$ cat src/rtl/target_extractor_if.sv
// rtl/target_extractor_if.sv - target report stream (valid/ready) between extractor and consumer
interface target_extractor_if;
  logic        rpt_valid;
  logic        rpt_ready;
  logic [11:0] rpt_start;
  logic [11:0] rpt_width;
  logic [11:0] rpt_peak;
  logic [11:0] rpt_peak_pos;

  modport master (output rpt_valid, rpt_start, rpt_width, rpt_peak, rpt_peak_pos,
                  input  rpt_ready);
  modport slave  (input  rpt_valid, rpt_start, rpt_width, rpt_peak, rpt_peak_pos,
                  output rpt_ready);
endinterface

$ cat src/rtl/target_extractor.sv
// rtl/target_extractor.sv - threshold target detector with report FIFO
// Optional exit hysteresis enabled by defining TGT_HYST_EN.
module target_extractor #(
  parameter int RANGE_LIMIT = 4095,
  parameter int MIN_WIDTH   = 2,
  parameter int FIFO_DEPTH  = 4,
  parameter int HYST        = 16
) (
  input  logic                      clk,
  input  logic                      rst_n,
  input  logic                      trig,
  input  logic [11:0]               vid_in,
  input  logic [11:0]               thr,
  target_extractor_if.master        rpt,
  output logic [7:0]                drop_cnt
);
  localparam int PW = $clog2(FIFO_DEPTH);
  localparam logic [11:0] LIMIT    = 12'(RANGE_LIMIT);
  localparam logic [11:0] MIN_W    = 12'(MIN_WIDTH);
  localparam logic [PW:0] CNT_FULL = (PW+1)'(FIFO_DEPTH);
  localparam logic [PW:0] CNT_ONE  = (PW+1)'(1);
  localparam logic [PW-1:0] IDX_ONE = PW'(1);
`ifdef TGT_HYST_EN
  localparam logic [11:0] HYST_EFF = 12'(HYST);
`else
  // hysteresis disabled: exit threshold collapses onto thr
  localparam logic [11:0] HYST_EFF = 12'(HYST) & 12'h000;
`endif

  typedef enum logic [1:0] {IDLE, SEARCH, IN_TGT} state_t;
  typedef struct packed {
    logic [11:0] start;
    logic [11:0] width;
    logic [11:0] peak;
    logic [11:0] peakPos;
  } report_t;

  state_t      state, nState;
  logic [11:0] rangeCnt;
  logic [11:0] tgtStart, tgtWidth, tgtPeak, tgtPeakPos;
  logic [11:0] nStart, nWidth, nPeak, nPeakPos;
  logic [11:0] bin, exitThr;
  logic        active, lastBin, closeReq, pushReq, wrEn, pop, full, dropEv;
  report_t     closeRpt, head;

  report_t     mem [FIFO_DEPTH];
  logic [PW-1:0] wrIdx, rdIdx;
  logic [PW:0]   count;

  assign exitThr = (thr > HYST_EFF) ? (thr - HYST_EFF) : 12'd0;

  always_comb begin
    bin      = trig ? 12'd0 : rangeCnt;
    active   = trig || (state != IDLE);
    lastBin  = !trig && (rangeCnt == LIMIT);
    nState   = state;
    nStart   = tgtStart;
    nWidth   = tgtWidth;
    nPeak    = tgtPeak;
    nPeakPos = tgtPeakPos;
    closeReq = 1'b0;
    if (active) begin
      // a trig discards the open target and the sample is judged as a fresh search
      if (state == IN_TGT && !trig) begin
        if (vid_in >= exitThr) begin
          nWidth = tgtWidth + 12'd1;
          if (vid_in > tgtPeak) begin
            nPeak    = vid_in;
            nPeakPos = bin;
          end
        end else begin
          closeReq = 1'b1;
          nState   = SEARCH;
        end
      end else if (vid_in >= thr) begin
        nState   = IN_TGT;
        nStart   = bin;
        nWidth   = 12'd1;
        nPeak    = vid_in;
        nPeakPos = bin;
      end else begin
        nState = SEARCH;
      end
      if (lastBin) begin
        if (nState == IN_TGT) closeReq = 1'b1;
        nState = IDLE;
      end
    end
  end

  assign closeRpt = '{start: nStart, width: nWidth, peak: nPeak, peakPos: nPeakPos};
  assign pushReq  = closeReq && (nWidth >= MIN_W);
  assign full     = (count == CNT_FULL);
  assign pop      = rpt.rpt_valid && rpt.rpt_ready;
  assign wrEn     = pushReq && (!full || pop);
  assign dropEv   = pushReq && full && !pop;

  always_ff @(posedge clk or negedge rst_n) begin
    if (!rst_n) begin
      state      <= IDLE;
      rangeCnt   <= '0;
      tgtStart   <= '0;
      tgtWidth   <= '0;
      tgtPeak    <= '0;
      tgtPeakPos <= '0;
      wrIdx      <= '0;
      rdIdx      <= '0;
      count      <= '0;
      drop_cnt   <= '0;
    end else begin
      state      <= nState;
      tgtStart   <= nStart;
      tgtWidth   <= nWidth;
      tgtPeak    <= nPeak;
      tgtPeakPos <= nPeakPos;
      if (active) rangeCnt <= lastBin ? rangeCnt : bin + 12'd1;
      if (wrEn) wrIdx <= wrIdx + IDX_ONE;
      if (pop)  rdIdx <= rdIdx + IDX_ONE;
      case ({wrEn, pop})
        2'b10:   count <= count + CNT_ONE;
        2'b01:   count <= count - CNT_ONE;
        default: count <= count;
      endcase
      if (dropEv && drop_cnt != 8'hFF) drop_cnt <= drop_cnt + 8'd1;
    end
  end

  always_ff @(posedge clk) begin
    if (wrEn) mem[wrIdx] <= closeRpt;
  end

  assign head             = mem[rdIdx];
  assign rpt.rpt_valid    = (count != '0);
  assign rpt.rpt_start    = rpt.rpt_valid ? head.start   : 12'd0;
  assign rpt.rpt_width    = rpt.rpt_valid ? head.width   : 12'd0;
  assign rpt.rpt_peak     = rpt.rpt_valid ? head.peak    : 12'd0;
  assign rpt.rpt_peak_pos = rpt.rpt_valid ? head.peakPos : 12'd0;
endmodule

$ cat src/flat_wrapper.sv
// flat-port wrapper written by rule: the top's interface ports become plain ports
module target_extractor_flat 
#(
  parameter int RANGE_LIMIT = 4095,
  parameter int MIN_WIDTH   = 2,
  parameter int FIFO_DEPTH  = 4,
  parameter int HYST        = 16
)
  (clk, rst_n, trig, vid_in, thr, drop_cnt, rpt_rpt_valid, rpt_rpt_start, rpt_rpt_width, rpt_rpt_peak, rpt_rpt_peak_pos, rpt_rpt_ready);
  target_extractor_if rpt_i ();
  input  logic clk;
  input  logic rst_n;
  input  logic trig;
  input  logic [11:0] vid_in;
  input  logic [11:0] thr;
  output logic [7:0] drop_cnt;
  output wire logic [$bits(rpt_i.rpt_valid)-1:0] rpt_rpt_valid;
  output wire logic [$bits(rpt_i.rpt_start)-1:0] rpt_rpt_start;
  output wire logic [$bits(rpt_i.rpt_width)-1:0] rpt_rpt_width;
  output wire logic [$bits(rpt_i.rpt_peak)-1:0] rpt_rpt_peak;
  output wire logic [$bits(rpt_i.rpt_peak_pos)-1:0] rpt_rpt_peak_pos;
  input wire logic [$bits(rpt_i.rpt_ready)-1:0] rpt_rpt_ready;
  assign rpt_rpt_valid = rpt_i.rpt_valid;
  assign rpt_rpt_start = rpt_i.rpt_start;
  assign rpt_rpt_width = rpt_i.rpt_width;
  assign rpt_rpt_peak = rpt_i.rpt_peak;
  assign rpt_rpt_peak_pos = rpt_i.rpt_peak_pos;
  assign rpt_i.rpt_ready = rpt_rpt_ready;
  target_extractor #(.RANGE_LIMIT(RANGE_LIMIT), .MIN_WIDTH(MIN_WIDTH), .FIFO_DEPTH(FIFO_DEPTH), .HYST(HYST)) u_core (.clk(clk), .rst_n(rst_n), .trig(trig), .vid_in(vid_in), .thr(thr), .rpt(rpt_i), .drop_cnt(drop_cnt));
endmodule
$ cat config.mk
export PLATFORM = sky130hd
export DESIGN_NAME = target_extractor_flat
export DESIGN_NICKNAME = d
export VERILOG_FILES = /design/src/rtl/target_extractor_if.sv /design/src/rtl/target_extractor.sv /design/src/flat_wrapper.sv
export SDC_FILE = /design/constraint.sdc
export NUM_CORES = 1
export LEC_CHECK = 0
export ABC_AREA = 1
export CAP_MARGIN = 0
export CORE_MARGIN = 4
export CORE_UTILIZATION = 59
export DETAILED_ROUTE_END_ITERATION = 10
export GPL_TIMING_DRIVEN = 1
export MAX_ROUTING_LAYER = met4
export PLACE_DENSITY = 0.8
export SLEW_MARGIN = 20
export SYNTH_ARGS = -nofsm -noshare
export SYNTH_HDL_FRONTEND = slang
export SYNTH_SLANG_ARGS = --single-unit
$ cat constraint.sdc
create_clock -name clk -period 5.3 [get_ports clk]
set_input_delay 0.795 -clock clk [delete_from_list [all_inputs] [get_ports clk]]
set_output_delay 0.795 -clock clk [all_outputs]
set_load 0.005 [all_outputs]
==> results.toml <==
[power]
swShare_pct = 33.5
comb_power_share_pct = 37.0
p_per_area_nw_per_um2 = 505
power_frac_seq_pct = 37.2
p_sw_mw = 2.41
worst_ir_drop_vdd_uv = 268
p_total_mw = 7.19
p_int_mw = 4.78
leakage_nw = 6.09
p_clk_share_pct = 25.9

[yosys]
syn-num-nets = 1271
syn_inst = 1200
synth_edf_count = 192
async_reset_ff_share_pct = 28.6
yosys_most_used_dff = "edfxtp_1"
yosysWarnings = 0
avgSynthCellArea_um2 = 10.2
yosys_register_bits = 269
syn_area_um2 = 12200
ys_seq_area_share_pct = 63.1
netlist-cell-type-count = 39

[placed_design]
port_buffers = 84
dpl.cell_count = 1520
dp_hpwl_mm = 15.7
gp_congestion = 0.889
postPlaceCellArea_um2 = 13300
dp_slack_ps = 723

[route]
vias_per_cell = 5.43
wirelength_mm = 25.7
first_pass_iters = 7
wl_per_cell_um = 16.4
vias = 8523
drt_iter0_drc = 597
ant_nets = 0
drc = 0

[finish]
n_fill_cell = 1434
antenna_cells = 0
stdcell_count = 1569
stdcell_area_um2 = 14200
finalNetCount = 1350
drive_gt1_share_pct = 6.31
area_growth_pct = 16.7
final_core_util_pct = 70.1
seq_area_um2 = 7690
multi_input_area_um2 = 3780

[clocking]
cts_buffers = 26
path_clk_slew_ps = 60
htreeDepth = 1
ctsResizeCount = 0
cts_tree = "built"
cts.sinks = 269
clock_path_buffers = 3
cts_root_buf = "clkbuf_16"
postCtsHoldBufs = 0
postCtsSetupRepairBufs = 0
clock_latency_ps = 520

[critical_path]
crit_required_ps = 5530
critPathCaptureType = "register"
critPathKind = "in2reg"
startpoint_type = "primary input"
arrival_ps = 4320
cp_max_fo = 22

[floorplan]
die_h_um = 152
start_util_pct = 60.1
core_area_um2 = 20300
die_area_um2 = 23000
die_x_um = 152
ios = 85
num_rows = 52

[timing]
tns_ps = 0
relSlewSlack_pct = 28.1
fmax_mhz = 244
tightest_slew_ps = 1080
finalCritPeriodShare_pct = 77.2
whs_ps = 226
finalHoldViolCount = 0
skew_ps = 10.5
finalSetupViolations = 0
rsz0062_at_grt = "no"
slew_viol_final = 0
fin_ws_ps = 1210
min_period_ps = 4090

[global_route]
track_usage_pct = 23.3
grt_pass1_vias = 8431
grt_max_degree = 99
grt_overflow = 0
grt_pass1_wl_mm = 41.1
antenna_found_initial = 0

[hold_path]
hp-class = "in2async"

[run]
maxCapViolations = 0

[run_status]
status = "finished, final reports clean"
state kept, by name (all words and copies together), names as in the netlist, 3 cells and up:
signal and count:
u_core.mem 192, u_core.rangeCnt 12, u_core.tgtPeakPos 12, u_core.tgtPeak 12
u_core.tgtStart 12, u_core.tgtWidth 12, u_core.drop_cnt 8, u_core.count 3
placed cells by master (no fill, tap or decap), drive strengths merged, types with 29 or more instances in the layout:
cell type      instances
inv                  144
clkdlybuf4s50         83
edfxtp               192
nor2                 254
clkbuf                36
o21ai                123
a21oi                 62
dfrtp                 77
ha                    42
nand3                 29
nand2                172
worst paths after layout:
kind / from / to / slack [ps] / cells past startpoint
min in group clk: u_core.rangeCnt[0] / u_core.rangeCnt[0] / 500 / 2
min reg2reg: u_core.rangeCnt[0] / u_core.rangeCnt[0] / 500 / 2
min: rst_n / u_core.drop_cnt[5] / 230 / 1
max: thr[7] / u_core.mem[1][42] / 1210 / 19
max in group asynchronous: rst_n / u_core.rdIdx[0] / 4460 / 2
max reg2reg: u_core.state[0] / u_core.mem[1][42] / 1980 / 16
layout make-up:
class,instances,share of cell area [%]
Timing Repair Buffer,98,7.07
Inverter,145,3.83
Sequential cell,269,54.0
Clock buffer,36,5.12
Tap cell,270,2.37
Multi-Input combinational cell,739,26.6
Clock inverter,12,0.976
worst max-delay path, cell delays in order:
cell             delay, ps
clkdlybuf4s50_1        480
inv_1                   50
ha_1                   280
a21oi_1                220
a21oi_1                100
nor2_1                 130
nand2_1                130
nand2_2                330
inv_1                  250
nor2_1                 140
nand2_1                 80
nand2_1                 70
nor2_1                  40
nand3_1                100
nand2_1                100
inv_1                   80
nand2_2                160
nor2_4                 550
buf_12                 250
synthesized netlist by cell type (2+ instances only):
library cell,instances,area share [%]
nand3_1,21,0.86
nor4_1,4,0.21
xor2_1,10,0.72
nor3_2,2,0.16
a21oi_1,62,2.5
xnor2_1,5,0.36
buf_6,3,0.28
nand4_1,6,0.31
mux2i_1,13,1.1
buf_2,2,0.082
o31ai_1,2,0.12
edfxtp_1,192,47
clkbuf_1,37,1.1
nand3_2,8,0.66
o21ai_0,121,5.0
ha_1,42,4.3
dfrtp_1,77,16
nand2_2,4,0.21
nor3_1,4,0.16
buf_4,2,0.12
nor2_1,252,7.8
nand2_1,168,5.2
o21ai_1,2,0.082
buf_1,3,0.092
inv_1,144,4.4
cells by family (layout without fill, tap and decap cells):
| group | Yosys count | after routing | share of synthesized area [%] |
|---|---|---|---|
| compound gates | 192 | 192 | 8.08 |
| xor+xnor | 16 | 16 | 1.21 |
| fa+ha+maj | 43 | 43 | 4.47 |
| buf+inv | 192 | 291 | 6.17 |
| flops | 269 | 269 | 63.1 |
| mux | 13 | 13 | 1.07 |
| simple gates | 475 | 475 | 15.9 |
power groups by stage:
stage	combinational [mW]	sequential [mW]	clock, mW
final	2.66	2.68	1.86
after global routing	2.96	2.69	1.99
after CTS	2.68	2.67	1.89
after detailed placement	2.65	2.71	0
after global placement	2.58	2.71	0
after floorplan	1.52	2.69	0
layer usage:
metal / vias up / wire length [um] / global-route usage (%) / part of all wire, %
met5: - / 0 / - / 0
met4: 0 / 692 / 7.10 / 2.7
met3: 60 / 1440 / 3.27 / 5.6
met2: 273 / 12800 / 39.2 / 50
met1: 4079 / 10700 / 29.9 / 42
li1: 4111 / - / - / -
Power figures use the tool's default switching activity.
